## src/rtl/aes_stream_requester.sv

```systemverilog
// AES stream requester: turns a packet request (command + N plaintext
// blocks) into an AXIS word stream toward the AES engine. It repacks the
// engine's 32-bit response words into 128-bit result blocks and checks
// that the engine's tlast lines up with the expected packet length.
module aes_stream_requester #(
    parameter int BLK_CNT_WIDTH = 9
) (
    input  logic                     clk,
    input  logic                     reset,
    input  logic                     req_valid,
    output logic                     req_ready,
    input  logic [31:0]              req_cmd,
    input  logic [BLK_CNT_WIDTH-1:0] req_blk_cnt_m1,
    input  logic                     src_valid,
    output logic                     src_ready,
    input  logic [127:0]             src_data,
    output logic                     m_axis_tvalid,
    output logic [31:0]              m_axis_tdata,
    output logic [3:0]               m_axis_tstrb,
    output logic                     m_axis_tlast,
    input  logic                     m_axis_tready,
    input  logic                     s_axis_tvalid,
    input  logic [31:0]              s_axis_tdata,
    input  logic                     s_axis_tlast,
    output logic                     s_axis_tready,
    output logic                     res_valid,
    output logic [127:0]             res_data,
    input  logic                     res_ready,
    output logic                     busy,
    output logic                     done,
    output logic                     err_len
);

    // One extra bit so that a full 2^BLK_CNT_WIDTH block count never wraps
    localparam int CW = BLK_CNT_WIDTH + 1;

    typedef enum logic [2:0] {
        ST_IDLE       = 3'd0,
        ST_SEND_CMD   = 3'd1,
        ST_LOAD_BLK   = 3'd2,
        ST_SEND_WORDS = 3'd3,
        ST_WAIT_RX    = 3'd4
    } tx_state_t;

    tx_state_t       state_r, state_next_s;
    logic [31:0]     cmd_r;
    logic [CW-1:0]   cnt_r;
    logic [CW-1:0]   tx_blk_r;
    logic [1:0]      tx_word_r;
    logic [127:0]    tx_shift_r;
    logic [95:0]     rx_shift_r;
    logic [1:0]      rx_word_r;
    logic [CW-1:0]   rx_blk_r;
    logic            res_valid_r;
    logic [127:0]    res_data_r;
    logic            rx_last_r;   // result block being held is the packet's last
    logic            rx_fin_r;    // last result delivered, waiting for TX to finish
    logic            done_r;
    logic            err_r;

    logic            req_ready_s, src_ready_s;
    logic            m_tvalid_s, m_tlast_s;
    logic [31:0]     m_tdata_s;
    logic            s_tready_s, s_hs_s, m_hs_s, res_hs_s;
    logic            rx_final_beat_s, tx_last_blk_s;
    logic            err_s, fin_evt_s, done_s;

    assign s_tready_s      = (state_r != ST_IDLE) && !res_valid_r;
    assign s_hs_s          = s_axis_tvalid && s_tready_s;
    assign m_hs_s          = m_tvalid_s && m_axis_tready;
    assign res_hs_s        = res_valid_r && res_ready;
    assign rx_final_beat_s = (rx_word_r == 2'd3) && (rx_blk_r == cnt_r);
    assign tx_last_blk_s   = (tx_blk_r == cnt_r);
    // Any tlast disagreement with the expected packet length is fatal to the packet
    assign err_s           = s_hs_s && (s_axis_tlast != rx_final_beat_s);
    assign fin_evt_s       = rx_fin_r || (res_hs_s && rx_last_r);
    // Completion waits until TX has finished sending as well
    assign done_s          = fin_evt_s && (state_r == ST_WAIT_RX);

    // TX state register
    always_ff @(posedge clk or posedge reset) begin
        if (reset) begin
            state_r <= ST_IDLE;
        end else begin
            state_r <= state_next_s;
        end
    end

    // TX next-state and Moore-style handshake outputs
    always_comb begin
        state_next_s = state_r;
        req_ready_s  = 1'b0;
        src_ready_s  = 1'b0;
        m_tvalid_s   = 1'b0;
        m_tdata_s    = 32'd0;
        m_tlast_s    = 1'b0;
        case (state_r)
            ST_IDLE: begin
                req_ready_s = 1'b1;
                if (req_valid) begin
                    state_next_s = ST_SEND_CMD;
                end else begin
                    state_next_s = ST_IDLE;
                end
            end
            ST_SEND_CMD: begin
                m_tvalid_s = 1'b1;
                m_tdata_s  = cmd_r;
                if (m_axis_tready) begin
                    state_next_s = ST_LOAD_BLK;
                end else begin
                    state_next_s = ST_SEND_CMD;
                end
            end
            ST_LOAD_BLK: begin
                src_ready_s = 1'b1;
                if (src_valid) begin
                    state_next_s = ST_SEND_WORDS;
                end else begin
                    state_next_s = ST_LOAD_BLK;
                end
            end
            ST_SEND_WORDS: begin
                m_tvalid_s = 1'b1;
                m_tdata_s  = tx_shift_r[127:96];
                m_tlast_s  = (tx_word_r == 2'd3) && tx_last_blk_s;
                if (m_hs_s && (tx_word_r == 2'd3)) begin
                    if (tx_last_blk_s) begin
                        state_next_s = ST_WAIT_RX;
                    end else begin
                        state_next_s = ST_LOAD_BLK;
                    end
                end else begin
                    state_next_s = ST_SEND_WORDS;
                end
            end
            ST_WAIT_RX: begin
                state_next_s = ST_WAIT_RX;
            end
            default: begin
                state_next_s = ST_IDLE;
            end
        endcase
        // Completion or a length error ends the packet from any state
        if (err_s || done_s) begin
            state_next_s = ST_IDLE;
        end else begin
            state_next_s = state_next_s;
        end
    end

    // TX datapath: latched request, block shift register and counters
    always_ff @(posedge clk or posedge reset) begin
        if (reset) begin
            cmd_r      <= 32'd0;
            cnt_r      <= '0;
            tx_blk_r   <= '0;
            tx_word_r  <= 2'd0;
            tx_shift_r <= 128'd0;
        end else begin
            case (state_r)
                ST_IDLE: begin
                    if (req_valid) begin
                        cmd_r     <= req_cmd;
                        cnt_r     <= {1'b0, req_blk_cnt_m1};
                        tx_blk_r  <= '0;
                        tx_word_r <= 2'd0;
                    end
                end
                ST_LOAD_BLK: begin
                    if (src_valid) begin
                        tx_shift_r <= src_data;
                        tx_word_r  <= 2'd0;
                    end
                end
                ST_SEND_WORDS: begin
                    if (m_hs_s) begin
                        tx_shift_r <= {tx_shift_r[95:0], 32'd0};
                        tx_word_r  <= tx_word_r + 2'd1;
                        if ((tx_word_r == 2'd3) && !tx_last_blk_s) begin
                            tx_blk_r <= tx_blk_r + CW'(1);
                        end
                    end
                end
                default: begin
                    tx_word_r <= tx_word_r;
                end
            endcase
        end
    end

    // RX path: pack engine words into result blocks and track packet end
    always_ff @(posedge clk or posedge reset) begin
        if (reset) begin
            rx_shift_r  <= 96'd0;
            rx_word_r   <= 2'd0;
            rx_blk_r    <= '0;
            res_valid_r <= 1'b0;
            res_data_r  <= 128'd0;
            rx_last_r   <= 1'b0;
            rx_fin_r    <= 1'b0;
        end else if (err_s || done_s) begin
            rx_word_r   <= 2'd0;
            rx_blk_r    <= '0;
            res_valid_r <= 1'b0;
            rx_last_r   <= 1'b0;
            rx_fin_r    <= 1'b0;
        end else if (s_hs_s) begin
            rx_shift_r <= {rx_shift_r[63:0], s_axis_tdata};
            rx_word_r  <= rx_word_r + 2'd1;
            if (rx_word_r == 2'd3) begin
                res_valid_r <= 1'b1;
                res_data_r  <= {rx_shift_r, s_axis_tdata};
                rx_blk_r    <= rx_blk_r + CW'(1);
                rx_last_r   <= rx_final_beat_s;
            end
        end else if (res_hs_s) begin
            res_valid_r <= 1'b0;
            if (rx_last_r) begin
                rx_last_r <= 1'b0;
                rx_fin_r  <= 1'b1;
            end
        end
    end

    // Registered one-cycle status pulses
    always_ff @(posedge clk or posedge reset) begin
        if (reset) begin
            done_r <= 1'b0;
            err_r  <= 1'b0;
        end else begin
            done_r <= done_s || err_s;
            err_r  <= err_s;
        end
    end

    assign req_ready     = req_ready_s;
    assign src_ready     = src_ready_s;
    assign m_axis_tvalid = m_tvalid_s;
    assign m_axis_tdata  = m_tdata_s;
    assign m_axis_tstrb  = 4'hF;
    assign m_axis_tlast  = m_tlast_s;
    assign s_axis_tready = s_tready_s;
    assign res_valid     = res_valid_r;
    assign res_data      = res_data_r;
    assign busy          = (state_r != ST_IDLE);
    assign done          = done_r;
    assign err_len       = err_r;

endmodule
```

## config.mk

```make
export PLATFORM = sky130hd
export DESIGN_NAME = aes_stream_requester
export DESIGN_NICKNAME = d
export VERILOG_FILES = /design/src/rtl/aes_stream_requester.sv
export SDC_FILE = /design/constraint.sdc
export NUM_CORES = 1
export LEC_CHECK = 0
export BUFFER_PORTS_ARGS = -buffer_cell sky130_fd_sc_hd__buf_2
export CORE_AREA = 2 2 218 220
export DETAILED_ROUTE_END_ITERATION = 6
export DIE_AREA = 0 0 220 222
export GPL_TIMING_DRIVEN = 0
export PLACE_DENSITY = 0.68
export SLEW_MARGIN = 20
export SYNTH_ARGS = -nofsm -noshare
export SYNTH_HDL_FRONTEND = slang
export SYNTH_SLANG_ARGS = --single-unit
```

## constraint.sdc

```tcl
create_clock -name clk -period 19.2 [get_ports clk]
set_input_delay 1.92 -clock clk [delete_from_list [all_inputs] [get_ports clk]]
set_output_delay 1.92 -clock clk [all_outputs]
set_load 0.02 [all_outputs]
```

==> impl_results.md, run 1 <==
* Status: finished clean
* Critical path depth at 7
* Sw Ratio at 0.357
* Via count at 12200
* Transition time of the tightest slew-check pin at 0.996 ns
* Final setup violation count at 0
* Cell-internal power at 2.43 mW
* Share of the clock period used by the worst path at 0.253
* Clock latency reported for the late side of the worst-skew pair at 0.58 ns
* Top post-synthesis cells by area: sky130_fd_sc_hd__dfrtp_1 (58%), sky130_fd_sc_hd__mux2_2 (9.7%), sky130_fd_sc_hd__mux2_4 (8.0%)
* Initial DRC Count at a little over 600
* Worst setup skew after layout at 0.0208 ns
* Chain of cells forming the critical path: nand2b_1, buf_2, nor2_1, buf_2, buf_2, and3_1, buf_2
* Cells after Synth at 1347
* Number of buffers and inverters on the critical path at 4
* Largest area contributor in the synthesized netlist: sky130_fd_sc_hd__dfrtp_1
* Number of core rows at 79
* Final Net Count at 1991
* Clk root buf: sky130_fd_sc_hd__clkbuf_16
* Share of flip-flops with an asynchronous set or reset after synthesis at 1.00
* CP peak stage delay at 0.46 ns
* Global-route wire length before repair at 73.0 mm
* Via/cell ratio at 5.02
* Peak VDD IR at 110 µV
* Remaining design rule violation count at 0
* Most used cell, CP: sky130_fd_sc_hd__buf_2
* TritonRoute pass-1 iters at 5
* Reported leakage power at 11.4 nW
* Number of register bits inferred by synthesis at 425
* Type of the tightest min-delay check: reg -> reg
* Number of cells on the worst hold path at 2
* Initial antenna violation count at 19
* Routability cong. at 0.852
* Routed wire length at 47.0 mm
* DIE AREA at 0.0488 mm²
* Maximum root-to-sink buffer count at 3
* Net Switching at 1.35 mW
* Total setup buffers inserted after CTS at 0
* Cell with the largest stage delay on the worst path: sky130_fd_sc_hd__dfrtp_1
* Dominant synthesized flop cell: sky130_fd_sc_hd__dfrtp_1
* Hold buffer count at CTS at 0
* Number of failing hold endpoints at the final stage at 0
* Capturing element type of the critical path: output port
* Height of the chip at between 200 and 250 µm
* Number of antenna-violating nets in the routed design at 0
* Fraction of power consumed by the clock network at 0.238
* Largest net degree at the start of global routing at 102
* Summed instance area of the synthesized netlist at 0.0183 mm²
* Type of element launching the critical path: register
* Area Growth Syn to Fin at 23.8%
* Routed length per placed instance at roughly 19 µm
* Die extent in x at 220 µm
* Required arrival time at the worst endpoint at 17.28 ns
* Critical path class: reg -> out
* Max-capacitance violation count at 0
* Count of port buffers added during placement at 376
* Residual overflow from global routing at 0
* Number of levels in the clock H-tree at 2
* Inserted Clock Buffers at 46
* Synth top area share at 0.580
* Unrepaired setup endpoints after global routing: no
* Synth cell types at 55
* Worst hold slack across all endpoints at roughly 0.47 ns
* Standard cell core area at roughly 0.046 mm²
* Relative contribution of sequential cells to total power at 0.409
* Average cell area after synthesis at ~14 µm²
* Top Family by Delay on Critical Path: buffers and inverters
* Total negative slack at 0 ns
* Areal power density over the cells at 167 mW/mm²
* Total global routing track utilization at 0.193
* Largest fanout on the critical path at 10
* Total clock sinks at approximately 430
* Initial Util at 0.396
* TritonCTS clock tree: built
* Vias in the first global route at between 10000 and 15000
* Highest Clock Rate at ~210 MHz
* Crit path time final at 4.86 ns
* Number of synthesized flops with an enable pin at 0
* Slew headroom at 0.336
* Count of pins over their slew limit at 0
* Warnings from Yosys at 0
* Gates resized, CTS repair at 0
* Share of layout cells above drive strength 1 at 0.424
* I/O pin count at 382
* Clock-pin slew on the worst setup and hold paths at approximately 0.060 ns
* WP data arrival at around 2.9 ns
* Half-perimeter wire length after detailed placement at between 30 and 40 mm
* Fraction of the yosys area taken by sequential cells at 0.580
* Part of the total power dissipated in combinational logic at 0.354
* Depth of the worst register-to-register path at 8
-- worst min-delay path, stage by stage (launching register included) --
cell                      delay, ns
sky130_fd_sc_hd__dfrtp_1       0.34
sky130_fd_sc_hd__nand2_1       0.05
sky130_fd_sc_hd__o21ai_0       0.06
-- cells in the mapped netlist (all sizes together), types with 2 or more instances --
cell type and n:
nand2 114, o21ai 102, nor2b 3, nor4 4
xor2 20, ha 4, or3 3, a211oi 6
o31ai 2, or4 2, nand4 10, nor2 46
inv 10, clkbuf 33, nand3 8, mux2i 129
a221oi 2, mux2 268, o311ai 3, dfrtp 425
nand2b 4, a21oi 9, and2 7, a31oi 7
and3 12, a31o 6, nor3b 3, a21o 3
nor3 5, a22o 33, buf 51
-- cell families (layout without fill, tap and decap cells) --
kind of cell | Yosys count | count (layout) | share of synthesized area
and+or+nand+nor | 223 | 223 | 0.0568
adders and majority gates | 4 | 4 | 0.00273
DFF | 425 | 425 | 0.580
AOI/OAI and AO/OA | 182 | 182 | 0.0629
xor gates and xnor gates | 21 | 21 | 0.0100
muxes | 397 | 397 | 0.255
buffers and inverters | 94 | 558 | 0.0323
other | 1 | 13 | 0.000204
-- layer usage --
layer  GRT usage  up-vias  wire [µm]
met5           0        -        130
met4      0.0626       20       1280
met3      0.0587       94       3400
met2       0.327      338      23000
met1       0.234     6080      19200
li1            -     5667          -
-- cells in the final DEF (no fill, tap or decap), drive strengths merged, types with 8 or more instances in the layout --
cell type,Yosys,routed
inv,10,12
nor2,46,46
nand2,114,114
mux2i,129,129
o21ai,102,102
buf,51,431
mux2,268,268
nand3,8,8
clkbuf,33,99
dfrtp,425,425
a22o,33,33
diode,0,9
nand4,10,10
and3,12,12
clkinv,0,12
a21oi,9,9
xor2,20,20
-- final cells by class --
cell class                 instances  area (µm²)
multi-input combinational        831        7120
inverter                          10        45.0
antenna                            9        22.5
sequential                       425       10600
fill                            4090       23600
buffer                            84         554
timing repair buffer             380        1990
clock inverter                    18         223
clock buffer                      66        1350
tap                              607         759
-- through the flow --
step	total power, mW	util	instances	area [µm²]	setup slack [ns]
2_1_floorplan	2.44	-	1350	18300	5.45
3_3_place_gp	2.85	0.454	2333	21000	1.16
3_5_place_dp	2.91	0.456	2337	21100	14.94
4_1_cts	3.82	0.490	2421	22700	14.31
5_1_grt	4.01	0.490	2426	22700	14.19
6_report	3.78	0.491	2430	22700	14.34
-- sequential cells by signal, indices dropped and copies added, names as in the netlist, 2 cells and up --
register and cells:
rx_shift_r 96, state_r 3, cnt_r 9, tx_shift_r 128
res_data 128, rx_blk_r 10, cmd_r 32, tx_word_r 2
tx_blk_r 10, rx_word_r 2
-- power by group through the flow --
| stage | Combinational, mW | Sequential (mW) | Clock [mW] |
|---|---|---|---|
| after floorplan | 0.829 | 1.61 | 0 |
| after global placement | 1.32 | 1.54 | 0 |
| after detailed placement | 1.35 | 1.56 | 0 |
| after CTS | 1.36 | 1.54 | 0.918 |
| after global routing | 1.46 | 1.59 | 0.959 |
| final | 1.34 | 1.54 | 0.899 |
-- path summary, 6_finish.rpt --
path	endpoint	start	slack [ns]
max	m_axis_tlast	state_r[2]	14.34
min	tx_shift_r[54]	tx_shift_r[54]	0.47
max reg2reg	rx_shift_r[1]	rx_word_r[0]	16.31
min reg2reg	tx_shift_r[54]	tx_shift_r[54]	0.47
max in group asynchronous	rx_blk_r[7]	reset	16.47
min in group asynchronous	res_data[27]	reset	1.42
(Power assumes the default switching activity.)
==> run 2: changes to the inputs <==
==> constraint.sdc (replaced) <==
create_clock -name clk -period 4.5 [get_ports clk]
set_input_delay 0.45 -clock clk [delete_from_list [all_inputs] [get_ports clk]]
set_output_delay 0.45 -clock clk [all_outputs]
set_load 0.02 [all_outputs]
==> run 2 against run 1 <==
Routed wire length rose by 2.2%. Critical path depth did not move. Global-route usage rose by 0.46 points. Combinational power rose to 4.3 times the previous value. First-iteration DRC count rose by 3.3%. Cell count rose by 0.66%. Critical endpoint unchanged. Largest power group unchanged.
==> impl_results.md, run 2 (synthesis gave the netlist of run 1 again) <==
* Routed length per placed instance at 19.7 µm
* Number of buffers and inverters on the critical path at 4
* Status: finished clean
* Routed wire length at 48.1 mm
* Standard cell area after detailed placement at 0.0213 mm²
* Chain of cells forming the critical path: nand2b_1, buf_2, nor2_1, buf_2, buf_2, and3_1, buf_2
* Fillcell total at 4103
* Largest fanout on the critical path at 10
* Worst setup skew after layout at approximately 0.021 ns
* Area Growth Syn to Fin at 25.7%
* Initial Util at 0.396
* Via count at 12400
* Die extent in x at 220 µm
* CP peak stage delay at between 0.4 and 0.5 ns
* Unrepaired setup endpoints after global routing: no
* Clock latency reported for the late side of the worst-skew pair at 0.60 ns
* Final setup violation count at 0
* Number of levels in the clock H-tree at 2
* Transition time of the tightest slew-check pin at 1.11 ns
* Share of layout cells above drive strength 1 at 0.430
* Number of antenna-violating nets in the routed design at 0
* DIE AREA at 0.0488 mm²
* Max-capacitance violation count at 0
* Critical path class: reg -> out
* Most frequent cells in the layout: sky130_fd_sc_hd__dfrtp_1 (425), sky130_fd_sc_hd__buf_2 (398), sky130_fd_sc_hd__mux2_2 (158)
* Top Family by Delay on Critical Path: buffers and inverters
* Routability cong. at around 0.9
* Vias in the first global route at 12900
* Initial antenna violation count at 19
* Remaining design rule violation count at 0
* Clk root buf: sky130_fd_sc_hd__clkbuf_16
* Final standard cell utilization of the core at 0.498
* I/O pin count at 382
* Initial DRC Count at 624
* Total setup buffers inserted after CTS at 0
* TritonRoute pass-1 iters at 5
* Largest net degree at the start of global routing at 36
* Global-route wire length before repair at 74.6 mm
* Peak VDD IR at 450 µV
* Required arrival time at the worst endpoint at 4.05 ns
* Count of port buffers added during placement at ~380
* Number of failing hold endpoints at the final stage at 0
* Maximum root-to-sink buffer count at 3
* Post-route cell area at roughly 0.023 mm²
* Standard cell core area at approximately 0.046 mm²
* Total global routing track utilization at 0.198
* Capturing element type of the critical path: output port
* Cell with the largest stage delay on the worst path: sky130_fd_sc_hd__dfrtp_1
* Crit path time final at 3.38 ns
* Residual overflow from global routing at 0
* WP data arrival at roughly 2.9 ns
* Post-layout power at 16.4 mW
* Slew headroom at 0.259
* Total clock sinks at roughly 430
* Reported leakage power at roughly 12 nW
* Via/cell ratio at between 5 and 6
* Areal power density over the cells at 713 mW/mm²
* Highest Clock Rate at 296 MHz
* Half-perimeter wire length after detailed placement at 36.9 mm
* Share of the clock period used by the worst path at 0.750
* Most used cell, CP: sky130_fd_sc_hd__buf_2
* Type of element launching the critical path: register
* Number of core rows at 79
* TritonCTS clock tree: built
* Clock-pin slew on the worst setup and hold paths at roughly 0.06 ns
* Inserted Clock Buffers at 46
* Count of pins over their slew limit at 0
* Height of the chip at 222 µm
* Most common cell after layout, fill and taps aside: sky130_fd_sc_hd__dfrtp_1
* Final Net Count at ~2000
* Type of the tightest min-delay check: in -> reg
[run 2: per-stage QoR]
stage               setup WS, ns  std cells  hold slack [ns]  setup TNS (ns)
CTS                         1.06       2436           0.0422               0
detailed placement          1.59       2349            0.469               0
global placement           -3.99       2333            0.461        -1682.19
finish                      1.12       2446           0.0770               0
global route               0.986       2443           0.0687               0
floorplan                  -1.69       1350            0.449         -716.31
[run 2: worst reg2reg max path, delay by kind of cell, from the launching register on]
| kind | cells | cell delay [ns] |
|---|---|---|
| adder cells (fa/ha/maj) | 1 | 0.35 |
| buffers and inverters | 2 | 0.54 |
| flip-flops | 1 | 0.36 |
| multiplexers | 1 | 0.35 |
| AND/OR/NAND/NOR | 4 | 1.21 |
[run 2: where the power goes]
part	internal [mW]	switching, mW
sequential	5.50	1.09
combinational	2.63	3.15
clock	2.40	1.67
[run 2: area by class of cell]
cell class              instances  area, µm²  share of cell area
multi-input cells             831       7120               0.309
flip-flops and latches        425      10600               0.462
well taps                     607        759              0.0330
repair buffers                393       2240              0.0973
clock inverters                28        389              0.0169
clock buffers                  58       1280              0.0554
plain buffers                  84        554              0.0241
inverters                      10       41.3             0.00179
diodes                         10       25.0             0.00109
[run 2: worst paths after layout]
kind                                       end  cells past startpoint  slack, ns            from
worst max register to register  rx_shift_r[15]                      8       1.57    rx_word_r[0]
min in group asynchronous         tx_word_r[0]                      3       0.47           reset
worst min register to register  tx_shift_r[85]                      2       0.48  tx_shift_r[85]
worst max-delay path              m_axis_tlast                      7       1.12      state_r[2]
max in group asynchronous         res_data[78]                      7       2.86           reset
worst min-delay path             tx_shift_r[9]                      2       0.08     src_data[9]
[run 2: repair_timing]
| action | in CTS | in global routing |
|---|---|---|
| resized for setup | 0 | 0 |
| endpoints found under the hold margin | 14 | 0 |
| hold buffers | 1 | 0 |
[run 2: metal layers]
layer / routed length [µm] / GRT usage / part of all wire
met1: 19200 / 0.238 / 0.40
met2: 23700 / 0.334 / 0.49
met3: 3440 / 0.0546 / 0.071
met4: 1640 / 0.0782 / 0.034
met5: 103 / 0 / 0.0021
